--- config.mk ---
export PLATFORM = sky130hd
export DESIGN_NAME = mem_responder
export DESIGN_NICKNAME = d
export VERILOG_FILES = /design/src/rtl/mem_responder.sv
export SDC_FILE = /design/constraint.sdc
export NUM_CORES = 1
export LEC_CHECK = 0
export ABC_AREA = 1
export CAP_MARGIN = 15
export CELL_PAD_IN_SITES_DETAIL_PLACEMENT = 2
export CELL_PAD_IN_SITES_GLOBAL_PLACEMENT = 2
export CORE_ASPECT_RATIO = 0.6
export CORE_UTILIZATION = 20
export DETAILED_ROUTE_END_ITERATION = 16
export PLACE_DENSITY = 0.82
export SYNTH_ARGS = -nofsm -noshare
export SYNTH_HDL_FRONTEND = slang
export SYNTH_SLANG_ARGS = --single-unit
export TNS_END_PERCENT = 5
--- constraint.sdc ---
create_clock -name clk -period 1.3 [get_ports clk]
set_input_delay 0.13 -clock clk [delete_from_list [all_inputs] [get_ports clk]]
set_output_delay 0.13 -clock clk [all_outputs]
set_load 0.02 [all_outputs]
--- src/rtl/mem_responder.sv ---
// Core-side RAM responder: arbitrates stores, loads and fetches onto one single-port SRAM
// with fixed read latency. Define MEM_RESPONDER_BYTE_STORE_EN for read-modify-write byte stores.
module mem_responder #(
    parameter int ADDR_W  = 32,
    parameter int SRAM_AW = 10,
    parameter int RD_LAT  = 2
) (
    input  logic               clk,
    input  logic               rst,
    input  logic               fetch_req,
    input  logic [ADDR_W-1:0]  instruction_address,
    input  logic               dm_read_en,
    input  logic               dm_write_en,
    input  logic               store_byte,
    input  logic [ADDR_W-1:0]  data_address,
    input  logic [31:0]        data_to_write,
    output logic [31:0]        instruction_read,
    output logic [31:0]        data_read,
    output logic               fetch_done,
    output logic               data_done,
    output logic               busy,
    output logic [SRAM_AW-1:0] sram_addr,
    output logic               sram_ren,
    output logic               sram_wen,
    output logic [31:0]        sram_wdata,
    input  logic [31:0]        sram_rdata
);

    localparam logic [2:0] RD_LAT_C = 3'(RD_LAT);

    typedef enum logic [2:0] {
        ST_IDLE    = 3'd0,
        ST_RD_WAIT = 3'd1,
        ST_WR      = 3'd2,
`ifdef MEM_RESPONDER_BYTE_STORE_EN
        ST_RMW_RD  = 3'd3,
        ST_RMW_WR  = 3'd4,
`endif
        ST_DONE    = 3'd5
    } state_t;

    state_t             state_r;
    state_t             state_s;
    logic [2:0]         cnt_r;
    logic [2:0]         cnt_s;
    logic               is_fetch_r;
    logic               is_fetch_s;
    logic [SRAM_AW-1:0] addr_s;
    logic [31:0]        wdata_s;
    logic [31:0]        iread_s;
    logic [31:0]        dread_s;
    logic               ren_s;
    logic               wen_s;
    logic               fdone_s;
    logic               ddone_s;
    logic               busy_s;
    logic               unused_s;

`ifdef MEM_RESPONDER_BYTE_STORE_EN
    logic [1:0]         lane_r;
    logic [1:0]         lane_s;
    logic [7:0]         byte_r;
    logic [7:0]         byte_s;

    function automatic logic [31:0] merge_byte(input logic [31:0] word,
                                               input logic [1:0]  lane,
                                               input logic [7:0]  data);
        logic [31:0] merged;
        merged = word;
        merged[{lane, 3'b000} +: 8] = data;
        return merged;
    endfunction

    assign unused_s = ^{instruction_address[1:0], instruction_address[ADDR_W-1:SRAM_AW+2],
                        data_address[ADDR_W-1:SRAM_AW+2]};
`else
    assign unused_s = ^{instruction_address[1:0], instruction_address[ADDR_W-1:SRAM_AW+2],
                        data_address[ADDR_W-1:SRAM_AW+2], data_address[1:0], store_byte};
`endif

    // Next-state and next-output logic; every output is the registered copy of these values.
    always_comb begin
        state_s    = state_r;
        cnt_s      = cnt_r;
        is_fetch_s = is_fetch_r;
        addr_s     = sram_addr;
        wdata_s    = sram_wdata;
        iread_s    = instruction_read;
        dread_s    = data_read;
        ren_s      = 1'b0;
        wen_s      = 1'b0;
        fdone_s    = 1'b0;
        ddone_s    = 1'b0;
`ifdef MEM_RESPONDER_BYTE_STORE_EN
        lane_s     = lane_r;
        byte_s     = byte_r;
`endif
        case (state_r)
            ST_IDLE: begin
                if (dm_write_en) begin
                    is_fetch_s = 1'b0;
                    addr_s     = data_address[SRAM_AW+1:2];
`ifdef MEM_RESPONDER_BYTE_STORE_EN
                    if (store_byte) begin
                        state_s = ST_RMW_RD;
                        ren_s   = 1'b1;
                        cnt_s   = 3'd0;
                        lane_s  = data_address[1:0];
                        byte_s  = data_to_write[7:0];
                    end else begin
                        state_s = ST_WR;
                        wen_s   = 1'b1;
                        wdata_s = data_to_write;
                    end
`else
                    state_s = ST_WR;
                    wen_s   = 1'b1;
                    wdata_s = data_to_write;
`endif
                end else if (dm_read_en) begin
                    state_s    = ST_RD_WAIT;
                    ren_s      = 1'b1;
                    cnt_s      = 3'd0;
                    is_fetch_s = 1'b0;
                    addr_s     = data_address[SRAM_AW+1:2];
                end else if (fetch_req) begin
                    state_s    = ST_RD_WAIT;
                    ren_s      = 1'b1;
                    cnt_s      = 3'd0;
                    is_fetch_s = 1'b1;
                    addr_s     = instruction_address[SRAM_AW+1:2];
                end else begin
                    state_s = ST_IDLE;
                end
            end
            ST_RD_WAIT: begin
                if (cnt_r == RD_LAT_C) begin
                    state_s = ST_DONE;
                    if (is_fetch_r) begin
                        iread_s = sram_rdata;
                        fdone_s = 1'b1;
                    end else begin
                        dread_s = sram_rdata;
                        ddone_s = 1'b1;
                    end
                end else begin
                    cnt_s = cnt_r + 3'd1;
                end
            end
            ST_WR: begin
                state_s = ST_DONE;
                ddone_s = 1'b1;
            end
`ifdef MEM_RESPONDER_BYTE_STORE_EN
            ST_RMW_RD: begin
                if (cnt_r == RD_LAT_C) begin
                    state_s = ST_RMW_WR;
                    wen_s   = 1'b1;
                    wdata_s = merge_byte(sram_rdata, lane_r, byte_r);
                end else begin
                    cnt_s = cnt_r + 3'd1;
                end
            end
            ST_RMW_WR: begin
                state_s = ST_DONE;
                ddone_s = 1'b1;
            end
`endif
            ST_DONE: begin
                state_s = ST_IDLE;
            end
            default: begin
                state_s = ST_IDLE;
            end
        endcase
        busy_s = (state_s != ST_IDLE);
    end

    // State and output registers; reset clears strobes immediately to abort any access.
    always_ff @(posedge clk or negedge rst) begin
        if (!rst) begin
            state_r          <= ST_IDLE;
            cnt_r            <= 3'd0;
            is_fetch_r       <= 1'b0;
            sram_addr        <= '0;
            sram_wdata       <= 32'd0;
            instruction_read <= 32'd0;
            data_read        <= 32'd0;
            sram_ren         <= 1'b0;
            sram_wen         <= 1'b0;
            fetch_done       <= 1'b0;
            data_done        <= 1'b0;
            busy             <= 1'b0;
        end else begin
            state_r          <= state_s;
            cnt_r            <= cnt_s;
            is_fetch_r       <= is_fetch_s;
            sram_addr        <= addr_s;
            sram_wdata       <= wdata_s;
            instruction_read <= iread_s;
            data_read        <= dread_s;
            sram_ren         <= ren_s;
            sram_wen         <= wen_s;
            fetch_done       <= fdone_s;
            data_done        <= ddone_s;
            busy             <= busy_s;
        end
    end

`ifdef MEM_RESPONDER_BYTE_STORE_EN
    // Byte-store lane and data held for the write-back half of the read-modify-write.
    always_ff @(posedge clk or negedge rst) begin
        if (!rst) begin
            lane_r <= 2'd0;
            byte_r <= 8'd0;
        end else begin
            lane_r <= lane_s;
            byte_r <= byte_s;
        end
    end
`endif

endmodule

# Word-level counts from Yosys, hierarchy flattened
# Index checks and enable logic that the tools add are counted.
# Widths: inputs -> output; s select.
[op_classes]
addsub = 1
eq_ne = 6
muxes = 28
n_bitwise = 1
n_reduce_logical = 9
[ops]
columns = ["op", "n"]
rows = [
  ["$mux 10", 3],
  ["$mux 1", 16],
  ["$mux 3", 5],
  ["$pmux 3 s3", 1],
  ["$eq 3x2->1 const B", 2],
  ["$pmux 3 s2", 1],
  ["$reduce_and 3->1", 2],
  ["$reduce_bool 3->1", 2],
  ["$ne 2x2->1 const B", 2],
  ["$reduce_and 2->1", 2],
  ["$reduce_and 4->1", 1],
  ["$add 3x1->3 const B", 1],
  ["$eq 3x1->1 const B", 1],
  ["$logic_not 3->1", 1],
  ["$ne 3x3->1 const B", 1],
  ["$mux 2", 1],
  ["$pmux 1 s2", 1],
  ["$reduce_bool 2->1", 1],
  ["$not 1->1", 1],
]
[word_totals]
ff_bits = 118
input_bits = 134
wordCells = 57

# Depth between registers and ports, before layout
# Gate-level depths: netlist of run 1.
[logic_depth]
depth_word = 5
depth_mapped = 8
depth_no_buf = 7

# Worst setup path before layout of run 1
# No wires, ideal clock.
[synth_timing]
path_kind = "flip-flop to flip-flop"
start = "register cnt_r[0]"
end = "register data_read[0]"
setup_ns = 0.117
t_arrival_ns = 1.202
required_ns = 1.183
path_slack_ns = -0.019
path_stages_with_launch = 9
cell_sequence = "dfrtp_1 > inv_1 > ha_1 > nand2_2 > nor2_4 > nand2_4 > buf_6 > nand2_1 > nand2_1"
[synth_via]
elab_chain_len = 2
[synth_rtl]
columns = ["element", "line_no", "rtl"]
rows = [
  ["start: declaration", "44", "logic [2:0] cnt_r;"],
  ["start signal: assignment", "196", "cnt_r <= cnt_s;"],
  ["$eq 3x2->1", "137", "if (cnt_r == RD_LAT_C) begin"],
  ["$reduce_and 3->1 (no source line)", "n/a", ""],
  ["end signal: assignment", "201", "data_read <= dread_s;"],
  ["end: declaration", "18", "output logic [31:0] data_read,"],
]
# No other way between the ends.
# A chain may end at the register's enable or synchronous reset.

# Worst setup path after layout of run 1
[layout_timing]
start = "register cnt_r[0]"
end = "register data_read[10]"
# Same word-level chain as after synthesis.

==> flow_metrics.env, run 1 <==
export IMPL_start_util_pct=20.73
export IMPL_p_int_uw=12700
export IMPL_path_max_fanout=10
export IMPL_rows=43
export IMPL_avgViaCountPerCell=4.214
export IMPL_critPathCaptureType="register"
export IMPL_cts_buffer_depth=2
export IMPL_cts_htree_levels=4
export IMPL_syn_inst=545
export IMPL_regArea_sq_um=2954
export IMPL_layout_drive_gt1_share_pct=19.67
export IMPL_drc=0
export IMPL_die_x_microns=203.5
export IMPL_cp_required_ns=1.65
export IMPL_wl_per_cell_microns=18.27
export IMPL_outcome="complete, but fails checks"
export IMPL_cap_violations=0
export IMPL_hold_viol=0
export IMPL_drt_pass1_iter_count=4
export IMPL_total_power_uw=21750
export IMPL_clkSinkCount=118
export IMPL_final_fill_count=2556
export IMPL_ys_ff_latch=118
export IMPL_multi_input_area_sq_um=1793
export IMPL_ant_nets=0
export IMPL_ys_warn_count=0
export IMPL_timing_hold_ws_ns=0.1618
export IMPL_final_nets=921
export IMPL_cp_top_family="buffers and inverters"
export IMPL_p_leak_uw=0.003893
export IMPL_gp_congestion=0.7776
export IMPL_tritoncts="done"
export IMPL_ys_seq_area_share_pct=60.59
export IMPL_fmax_ghz=0.7150
export IMPL_power_frac_comb_pct=45.8
export IMPL_fin_crit_sh_pct=107.6
export IMPL_final_util_pct=35.38
export IMPL_rsz0062_at_grt="yes"
export IMPL_timing_final_crit_period_ns=1.399
export IMPL_fp_dieH_microns=122.9
export IMPL_slowest_stage="dfrtp_1"
export IMPL_setup_viol=46
export IMPL_p_clk_share_pct=24.3
export IMPL_avgSynthCellArea_sq_um=8.942
export IMPL_clk_pin_slew_worst_paths_ns=0.06
export IMPL_hpwl_mm=14.47
export IMPL_max_slew_margin_pct=71.38
export IMPL_cts_root_buffer="clkbuf_16"
export IMPL_cp_start_kind="register"
export IMPL_netlist_area_sq_um=4873
export IMPL_worstSkewPairLatency_ns=0.42
export IMPL_port_buffers=199
export IMPL_swShare_pct=41.60
export IMPL_drtIter0Drc=77
export IMPL_worst_slew_pin_slew_ns=0.4288
export IMPL_slowest_delay_ns=0.39
export IMPL_r2r_start="cnt_r[0]"
export IMPL_die_area_sq_um=25020
export IMPL_overflow=0
export IMPL_cts_buffers_inserted=17
export IMPL_grt_pass1_wl_mm=30.36
export IMPL_critPathBufInv=3
export IMPL_crit_path_start="cnt_r[0]"
export IMPL_syn_nets=681
export IMPL_grt_pass1_vias=5303
export IMPL_cp_cell_sequence="inv_2, ha_4, nand2_4, nor2_4, buf_6, clkbuf_16, nand3_1, nand2_2"
export IMPL_dr_total_vias=4690
export IMPL_worstSetupPathType="reg -> reg"
export IMPL_area_growth_pct=70.68
export IMPL_vdd_ir_drop_max_v=0.0008952
export IMPL_power_switching_uw=9050
export IMPL_powerDensity_nw_per_um2=2615
export IMPL_violations="setup timing"
export IMPL_grt_antenna_before_repair=1
export IMPL_grt_usage_pct=16.47
export IMPL_hp_class="in -> async"
export IMPL_layout_commonest_cell="nand2_1"
export IMPL_synthDistinctLibCells=24
export IMPL_p_seq_share_pct=30.0
export IMPL_core_area_sq_um=23510
export IMPL_insertedDiodeCount=0
export IMPL_cp_arrival_ns=1.75
export IMPL_wl_mm=20.34
export IMPL_num_io_pins=245
export IMPL_final_cell_mix="nand2_1 (260), dfrtp_1 (117), clkdlybuf4s50_1 (87)"
export IMPL_grt_max_degree=47
export IMPL_setup_slack_ns=-0.09853
export IMPL_fin_skew_ns=0.007351
export IMPL_slew_violations=0
-- worst reg2reg max path, cell delays in order (launching register included) --
cell       delay [ns]
dfrtp_1          0.39
inv_2            0.08
ha_4             0.16
nand2_4          0.05
nor2_4           0.16
buf_6            0.16
clkbuf_16        0.17
nand3_1          0.10
nand2_2          0.08
-- synth_stat cells --
cell type	count	area, sq um
inv_4	1	6.260
buf_4	3	22.52
buf_2	8	40.04
buf_6	12	135.1
clkbuf_2	1	5.000
nand2_2	3	18.77
nand2_4	3	33.78
xnor2_1	1	8.760
nand4_1	1	6.260
buf_1	1	3.750
dfrtp_1	118	2953
clkbuf_1	3	11.26
nor2_4	4	45.04
nand3_4	1	17.52
nand3_1	37	185.2
ha_1	2	25.02
o21ai_1	20	100.1
nand2_1	286	1074
inv_1	4	15.01
nor2_1	6	22.52
inv_2	4	15.01
nor2_2	1	6.260
o21ai_0	24	120.1
clkinv_1	1	3.750
-- sequential cells by signal (all words and copies together), names as in the netlist --
name,cells
busy,1
cnt_r,3
data_done,1
data_read,32
fetch_done,1
instruction_read,32
is_fetch_r,1
sram_addr,10
sram_ren,1
sram_wdata,32
sram_wen,1
state_r,3
-- per-layer routing --
metal  share of wire [%]  up-vias  GRT usage, %
li1                    -     2197             -
met1                  45     2320         20.27
met2                  45      160         26.19
met3                 9.1       13         7.406
met4                0.86        0         4.323
met5                   0        -             0
-- area by class of cell --
| class | count | share of cell area [%] |
|---|---|---|
| repair buffers | 249 | 29.74 |
| clock buffers | 17 | 5.114 |
| multi-input cells | 389 | 21.56 |
| clock inverters | 15 | 2.738 |
| well taps | 315 | 4.738 |
| inverters | 10 | 0.6017 |
| flip-flops and latches | 118 | 35.51 |
-- stage by stage --
stage	TNS, ns	std cells	instance area [sq um]	setup slack (ns)
6_report	-2.218	1113	8318	-0.09853
5_1_grt	-10.30	1113	8318	-0.1745
4_1_cts	-3.111	1105	8095	-0.1224
3_5_place_dp	-14.12	1072	7497	-0.2743
3_3_place_gp	-8.592	1072	7497	-0.2462
2_1_floorplan	0	545	4876	0.003027
-- cells by family after synthesis --
| group | share of synthesized area, % |
|---|---|
| flops | 60.59 |
| xor+xnor | 0.1798 |
| compound gates | 4.519 |
| buf+inv | 5.288 |
| fa+ha+maj | 0.5134 |
| simple gates | 28.91 |
-- path summary, 6_finish.rpt --
check	end	slack, ns	cells past startpoint
max	data_read[10]	-0.1	8
min	instruction_read[31]	0.16	2
max reg2reg	data_read[10]	-0.1	8
min reg2reg	data_read[29]	0.47	2
max in group asynchronous	state_r[1]	0.56	3
min in group clk	sram_wdata[5]	0.24	3
-- timing repair --
action,4_1_cts,5_1_grt
hold endpoints to repair,118,0
endpoints found under the setup margin,195,168
resized for setup,159,112
gates cloned,0,5
setup buffers,0,3
pin swaps,1,7
hold buffers,1,0
-- power by group through the flow --
stage | logic, uW | clock network [uW] | registers [uW]
after floorplan | 2940 | 0 | 8370
after detailed placement | 10600 | 0 | 6530
after CTS | 9720 | 5440 | 6470
after global routing | 10800 | 5570 | 6740
after global placement | 10300 | 0 | 6450
final | 9950 | 5290 | 6520
No activity file was read; power rests on OpenSTA's default activity.
==> inputs of run 2 (changes only) <==
--- a/config.mk
+++ b/config.mk
@@ -10,9 +10,11 @@
 export CELL_PAD_IN_SITES_DETAIL_PLACEMENT = 2
 export CELL_PAD_IN_SITES_GLOBAL_PLACEMENT = 2
 export CORE_ASPECT_RATIO = 0.6
-export CORE_UTILIZATION = 20
+export CORE_MARGIN = 1.5
+export CORE_UTILIZATION = 31
 export DETAILED_ROUTE_END_ITERATION = 16
-export PLACE_DENSITY = 0.82
+export DONT_BUFFER_PORTS = 1
+export PLACE_DENSITY = 0.79
 export SYNTH_ARGS = -nofsm -noshare
 export SYNTH_HDL_FRONTEND = slang
 export SYNTH_SLANG_ARGS = --single-unit
==> constraint.sdc (replaced) <==
create_clock -name clk -period 1.3 [get_ports clk]
set_input_delay 0.13 -clock clk [delete_from_list [all_inputs] [get_ports clk]]
set_output_delay 0.13 -clock clk [all_outputs]
set_load 0.1 [all_outputs]
==> run 2 against run 1 <==
  * The flow finishes with violations (hold timing, setup timing)
  * Die area fell by 34%
  * Final area fell by 6.8%
  * Flip-flop and latch count did not move
  * Highest routed layer unchanged
  * Non-clock buffer count fell by 24
  * Critical path type unchanged
  * Critical path depth fell by 1
  * Sequential share of layout area rose by 2.6 points
  * Fmax fell by 2.0%
  * Clock-buffer cell count rose by 1
  * Register-to-register slack got worse by 0.03 ns
  * First-iteration DRC count rose to 3.3 times the previous value
  * Clock skew rose by 0.0058 ns
  * Worst hold slack got worse by 0.74 ns
==> flow_metrics.env, run 2 (same netlist as run 1, synthesis figures left out) <==
export IMPL_core_area_sq_um=15370
export IMPL_violations="hold timing, setup timing"
export IMPL_timing_hold_ws_ns=-0.5829
export IMPL_setup_viol=95
export IMPL_slowest_delay_ns=0.39
export IMPL_multi_input_area_sq_um=1782
export IMPL_max_slew_margin_pct=65.83
export IMPL_area_growth_pct=59.13
export IMPL_die_area_sq_um=16510
export IMPL_final_nets=898
export IMPL_ff2ff_setup_slack_ns=-0.13
export IMPL_cts_buffers_inserted=17
export IMPL_cts_htree_levels=4
export IMPL_r2r_start="state_r[0]"
export IMPL_r2r_end="sram_wdata[20]"
export IMPL_grt_antenna_before_repair=3
export IMPL_worst_slew_pin_slew_ns=0.5109
export IMPL_cts_buffer_depth=2
export IMPL_rsz0062_at_grt="yes"
export IMPL_cts_root_buffer="clkbuf_16"
export IMPL_route_met2_wl_mm=11.88
export IMPL_rows=35
export IMPL_regArea_sq_um=2954
export IMPL_cp_required_ns=1.59
export IMPL_cp_start_kind="register"
export IMPL_ant_nets=0
export IMPL_grt_pass1_vias=5689
export IMPL_critPathCaptureType="register"
export IMPL_final_cell_mix="nand2_1 (260), buf_4 (127), dfrtp_1 (117)"
export IMPL_hold_viol=118
export IMPL_tns_ns=-5.399
export IMPL_drtIter0Drc=257
export IMPL_die_x_microns=164.9
export IMPL_num_io_pins=245
export IMPL_clkSinkCount=118
export IMPL_fp_dieH_microns=100.1
export IMPL_cp_arrival_ns=1.72
export IMPL_gp_congestion=0.8193
export IMPL_start_util_pct=31.71
export IMPL_overflow=0
export IMPL_dr_total_vias=4852
export IMPL_avgViaCountPerCell=4.951
export IMPL_wl_per_cell_microns=22.80
export IMPL_wl_mm=22.34
export IMPL_cp_cell_sequence="inv_2, nand2_2, nor2_4, nand2_8, clkbuf_16, nand2_1, nand2_1"
export IMPL_layout_commonest_cell="nand2_1"
export IMPL_path_max_fanout=15
export IMPL_fin_skew_ns=0.01317
export IMPL_timing_final_crit_period_ns=1.427
export IMPL_cap_violations=0
export IMPL_grt_max_degree=119
export IMPL_critPathMostFrequentCell="nand2_1"
export IMPL_grt_usage_pct=26.72
export IMPL_hpwl_mm=11.83
export IMPL_hold_buffers=84
export IMPL_fmax_ghz=0.7007
export IMPL_drc=0
export IMPL_slowest_stage="dfrtp_1"
export IMPL_tritoncts="done"
export IMPL_port_buffers=0
export IMPL_worstSkewPairLatency_ns=0.41
export IMPL_fin_crit_sh_pct=109.8
export IMPL_grt_pass1_wl_mm=32.69
export IMPL_setup_slack_ns=-0.1272
export IMPL_worstRegToRegCells=7
export IMPL_slew_violations=0
export IMPL_routed_top_layer="met4"
export IMPL_reg_largest_list="data_read (32), instruction_read (32), sram_wdata (32)"
export IMPL_layout_drive_gt1_share_pct=29.07
export IMPL_wl_met3_mm=1.213
export IMPL_outcome="complete, but fails checks"
export IMPL_worstSetupPathType="reg -> reg"
export IMPL_drt_met1_wl_mm=8.784
export IMPL_hp_class="in -> async"
export IMPL_clk_pin_slew_worst_paths_ns=0.06
export IMPL_final_fill_count=1580
export IMPL_drt_pass1_iter_count=4
-- run 2: layout make-up --
type	instances	share of cell area (%)
timing repair inverter	1	0.1129
tap	203	3.275
sequential	118	38.09
multi-input combinational	389	22.98
antenna	3	0.09681
clock inverter	13	2.646
clock buffer	18	5.534
inverter	10	0.6938
timing repair buffer	225	26.57
-- run 2: worst max-delay path, delay by kind of cell (launching register included) --
family	cells	cell delay, ns
buffers and inverters	2	0.32
AND/OR/NAND/NOR	5	0.60
flip-flops	1	0.39
-- run 2: how the worst max path moves through the flow --
stage,to,startpoint
4_1_cts,data_read[0],cnt_r[0]
5_1_grt,sram_wdata[14],state_r[0]
3_5_place_dp,data_read[28],cnt_r[0]
3_3_place_gp,data_read[10],cnt_r[0]
6_report,sram_wdata[20],state_r[0]
2_1_floorplan,data_read[0],cnt_r[0]
-- run 2: repair_timing --
action                                 4_1_cts  5_1_grt
cloned                                       1        3
setup endpoints to repair                  110      111
endpoints found under the hold margin      225      118
gates resized for setup                     24       37
pin swaps                                    6        6
buffers inserted                             1        1
-- run 2: stage by stage --
| step | area (sq um) | util [%] | std cells | setup slack (ns) | hold WS (ns) |
|---|---|---|---|---|---|
| final | 7755 | 50.45 | 980 | -0.1272 | -0.5829 |
| after floorplan | 4876 | - | 545 | -0.01506 | -0.1656 |
| after CTS | 7585 | 49.34 | 973 | -0.09321 | -0.6001 |
| after global placement | 6008 | 39.09 | 856 | -0.05732 | -0.1606 |
| after global routing | 7755 | 50.45 | 980 | -0.1962 | -0.6014 |
| after detailed placement | 6008 | 39.09 | 856 | -0.1322 | -0.1619 |
-- run 2: per-layer routing --
metal	GRT usage, %	vias up
li1	-	2152
met5	0	-
met4	11.50	0
met1	30.42	2487
met2	47.87	180
met3	6.612	33
Power of run 2 is not shown: default switching activity piles up to over one toggle a cycle in this logic, so the estimate is an artifact.
==> inputs of run 3 (changes only) <==
--- a/config.mk
+++ b/config.mk
@@ -7,14 +7,12 @@
 export LEC_CHECK = 0
 export ABC_AREA = 1
 export CAP_MARGIN = 15
-export CELL_PAD_IN_SITES_DETAIL_PLACEMENT = 2
-export CELL_PAD_IN_SITES_GLOBAL_PLACEMENT = 2
 export CORE_ASPECT_RATIO = 0.6
 export CORE_MARGIN = 1.5
-export CORE_UTILIZATION = 31
+export CORE_UTILIZATION = 55
 export DETAILED_ROUTE_END_ITERATION = 16
 export DONT_BUFFER_PORTS = 1
-export PLACE_DENSITY = 0.79
+export PLACE_DENSITY = 0.78
 export SYNTH_ARGS = -nofsm -noshare
 export SYNTH_HDL_FRONTEND = slang
 export SYNTH_SLANG_ARGS = --single-unit
==> run 3 against run 2 <==
  * The flow still finishes with violations (hold timing, setup timing)
  * Core utilization grew 37 points
  * Critical endpoint is now instruction_read[2]
  * Highest routed layer unchanged
  * Via count grew 0.93%
  * Global-route usage grew 8.4 points
  * Flip-flop and latch count is the same
  * Fmax grew 4.4%
  * Worst hold slack gained 0.0066 ns
  * Die area shrank 43%
==> flow_metrics.env, run 3 (same netlist as run 1, synthesis figures left out) <==
export IMPL_outcome="complete, but fails checks"
export IMPL_violations="hold timing, setup timing"
export IMPL_die_area_sq_um=9453
export IMPL_tns_ns=-1.543
export IMPL_worstSkewPairLatency_ns=0.40
export IMPL_max_slew_margin_pct=70.62
export IMPL_port_buffers=0
export IMPL_path_max_fanout=16
export IMPL_hp_class="in -> async"
export IMPL_grt_pass1_vias=4898
export IMPL_clkSinkCount=118
export IMPL_timing_final_crit_period_ns=1.368
export IMPL_grt_antenna_before_repair=0
export IMPL_gp_congestion=0.7968
export IMPL_grt_pass1_wl_mm=25.85
export IMPL_cts_buffers_inserted=17
export IMPL_core_area_sq_um=8556
export IMPL_overflow=0
export IMPL_clk_pin_slew_worst_paths_ns=0.05
export IMPL_worst_slew_pin_slew_ns=0.4403
export IMPL_dr_total_vias=4897
export IMPL_hold_viol=118
export IMPL_rsz0062_at_grt="yes"
export IMPL_grt_usage_pct=35.13
export IMPL_fin_crit_sh_pct=105.2
export IMPL_layout_drive_gt1_share_pct=26.66
export IMPL_cts_buffer_depth=2
export IMPL_fmax_ghz=0.7312
export IMPL_fp_dieH_microns=75.92
export IMPL_num_io_pins=245
export IMPL_cts_root_buffer="clkbuf_16"
export IMPL_critPathCaptureType="register"
export IMPL_start_util_pct=56.96
export IMPL_cp_arrival_ns=1.70
export IMPL_die_x_microns=124.5
export IMPL_grt_max_degree=119
export IMPL_worstSetupPathType="reg -> reg"
export IMPL_final_nets=893
export IMPL_wl_mm=16.92
export IMPL_final_cell_mix="nand2_1 (277), buf_4 (125), dfrtp_1 (118)"
export IMPL_avgViaCountPerCell=5.558
export IMPL_drc=0
export IMPL_slew_violations=0
export IMPL_wl_per_cell_microns=19.20
export IMPL_hold_buffers=79
export IMPL_hpwl_mm=8.545
export IMPL_reg_largest_list="data_read (32), instruction_read (32), sram_wdata (32)"
export IMPL_drtIter0Drc=410
export IMPL_cp_start_kind="register"
export IMPL_setup_slack_ns=-0.06765
export IMPL_cp_required_ns=1.63
export IMPL_rows=26
export IMPL_fin_skew_ns=0.008387
export IMPL_layout_commonest_cell="nand2_1"
export IMPL_timing_hold_ws_ns=-0.5763
export IMPL_ant_nets=0
export IMPL_ff2ff_setup_slack_ns=-0.07
export IMPL_final_util_pct=87.85
export IMPL_cap_violations=0
export IMPL_drt_pass1_iter_count=5
export IMPL_setup_viol=75
export IMPL_area_growth_pct=54.22
export IMPL_tritoncts="done"
export IMPL_cts_htree_levels=4
export IMPL_insertedDiodeCount=0
==> run 3: changes by cell type in the layout (fill, tap and decap cells not counted), sizes merged <==
cell	before	now
clkbuf	20	23
clkinvlp	0	1
bufinv	5	3
buf	139	137
inv	10	8
dlygate4sd3	84	79
nand2	292	294
diode	3	0
==> run 3: cell type report <==
type	instances	area, sq um
Sequential cell	118	2953
Clock inverter	11	132.6
Fill cell	399	1040
Tap cell	112	140.1
Timing Repair Buffer	219	2012
Inverter	10	56.30
Multi-Input combinational cell	391	1775
Clock buffer	20	446.7
==> run 3: through the flow <==
stage               hold WS, ns  setup slack, ns  instances  cell area, sq um
floorplan               -0.1656         -0.01506        545              4876
global placement        -0.1628          -0.1077        758              5829
detailed placement      -0.1624          -0.1922        758              5829
CTS                     -0.5800         -0.05530        872              7306
global route            -0.5917          -0.1404        881              7516
finish                  -0.5763         -0.06765        881              7516
==> run 3: path summary, 6_finish.rpt <==
check	start	endpoint	cells after the start
max	state_r[1]	instruction_read[2]	6
min	rst	data_read[26]	0
max reg2reg	state_r[1]	instruction_read[2]	6
min reg2reg	data_read[21]	data_read[21]	2
max in group asynchronous	rst	sram_addr[9]	0
min in group clk	dm_write_en	sram_addr[1]	4
==> run 3: critical path: stages (launching register included) <==
cell,delay [ns]
dfrtp_1,0.44
nor2_4,0.19
nand2_8,0.12
nor2_4,0.20
buf_12,0.17
nand2_1,0.09
nand2_1,0.09
==> run 3: timing repair <==
action | 4_1_cts | 5_1_grt
gates resized for setup | 10 | 28
gates cloned | 2 | 4
hold endpoints to repair | 224 | 118
endpoints found under the setup margin | 96 | 109
setup buffers | 2 | 5
pin swaps | 9 | 14
==> run 3: per-layer routing <==
| metal | part of all wire, % | global-route usage, % | routed length (microns) |
|---|---|---|---|
| met1 | 38 | 43.88 | 6377 |
| met2 | 49 | 57.86 | 8307 |
| met3 | 10 | 9.181 | 1691 |
| met4 | 3.2 | 16.32 | 538 |
| met5 | 0 | 0 | 0 |
Power of run 3 is left out for the same reason.
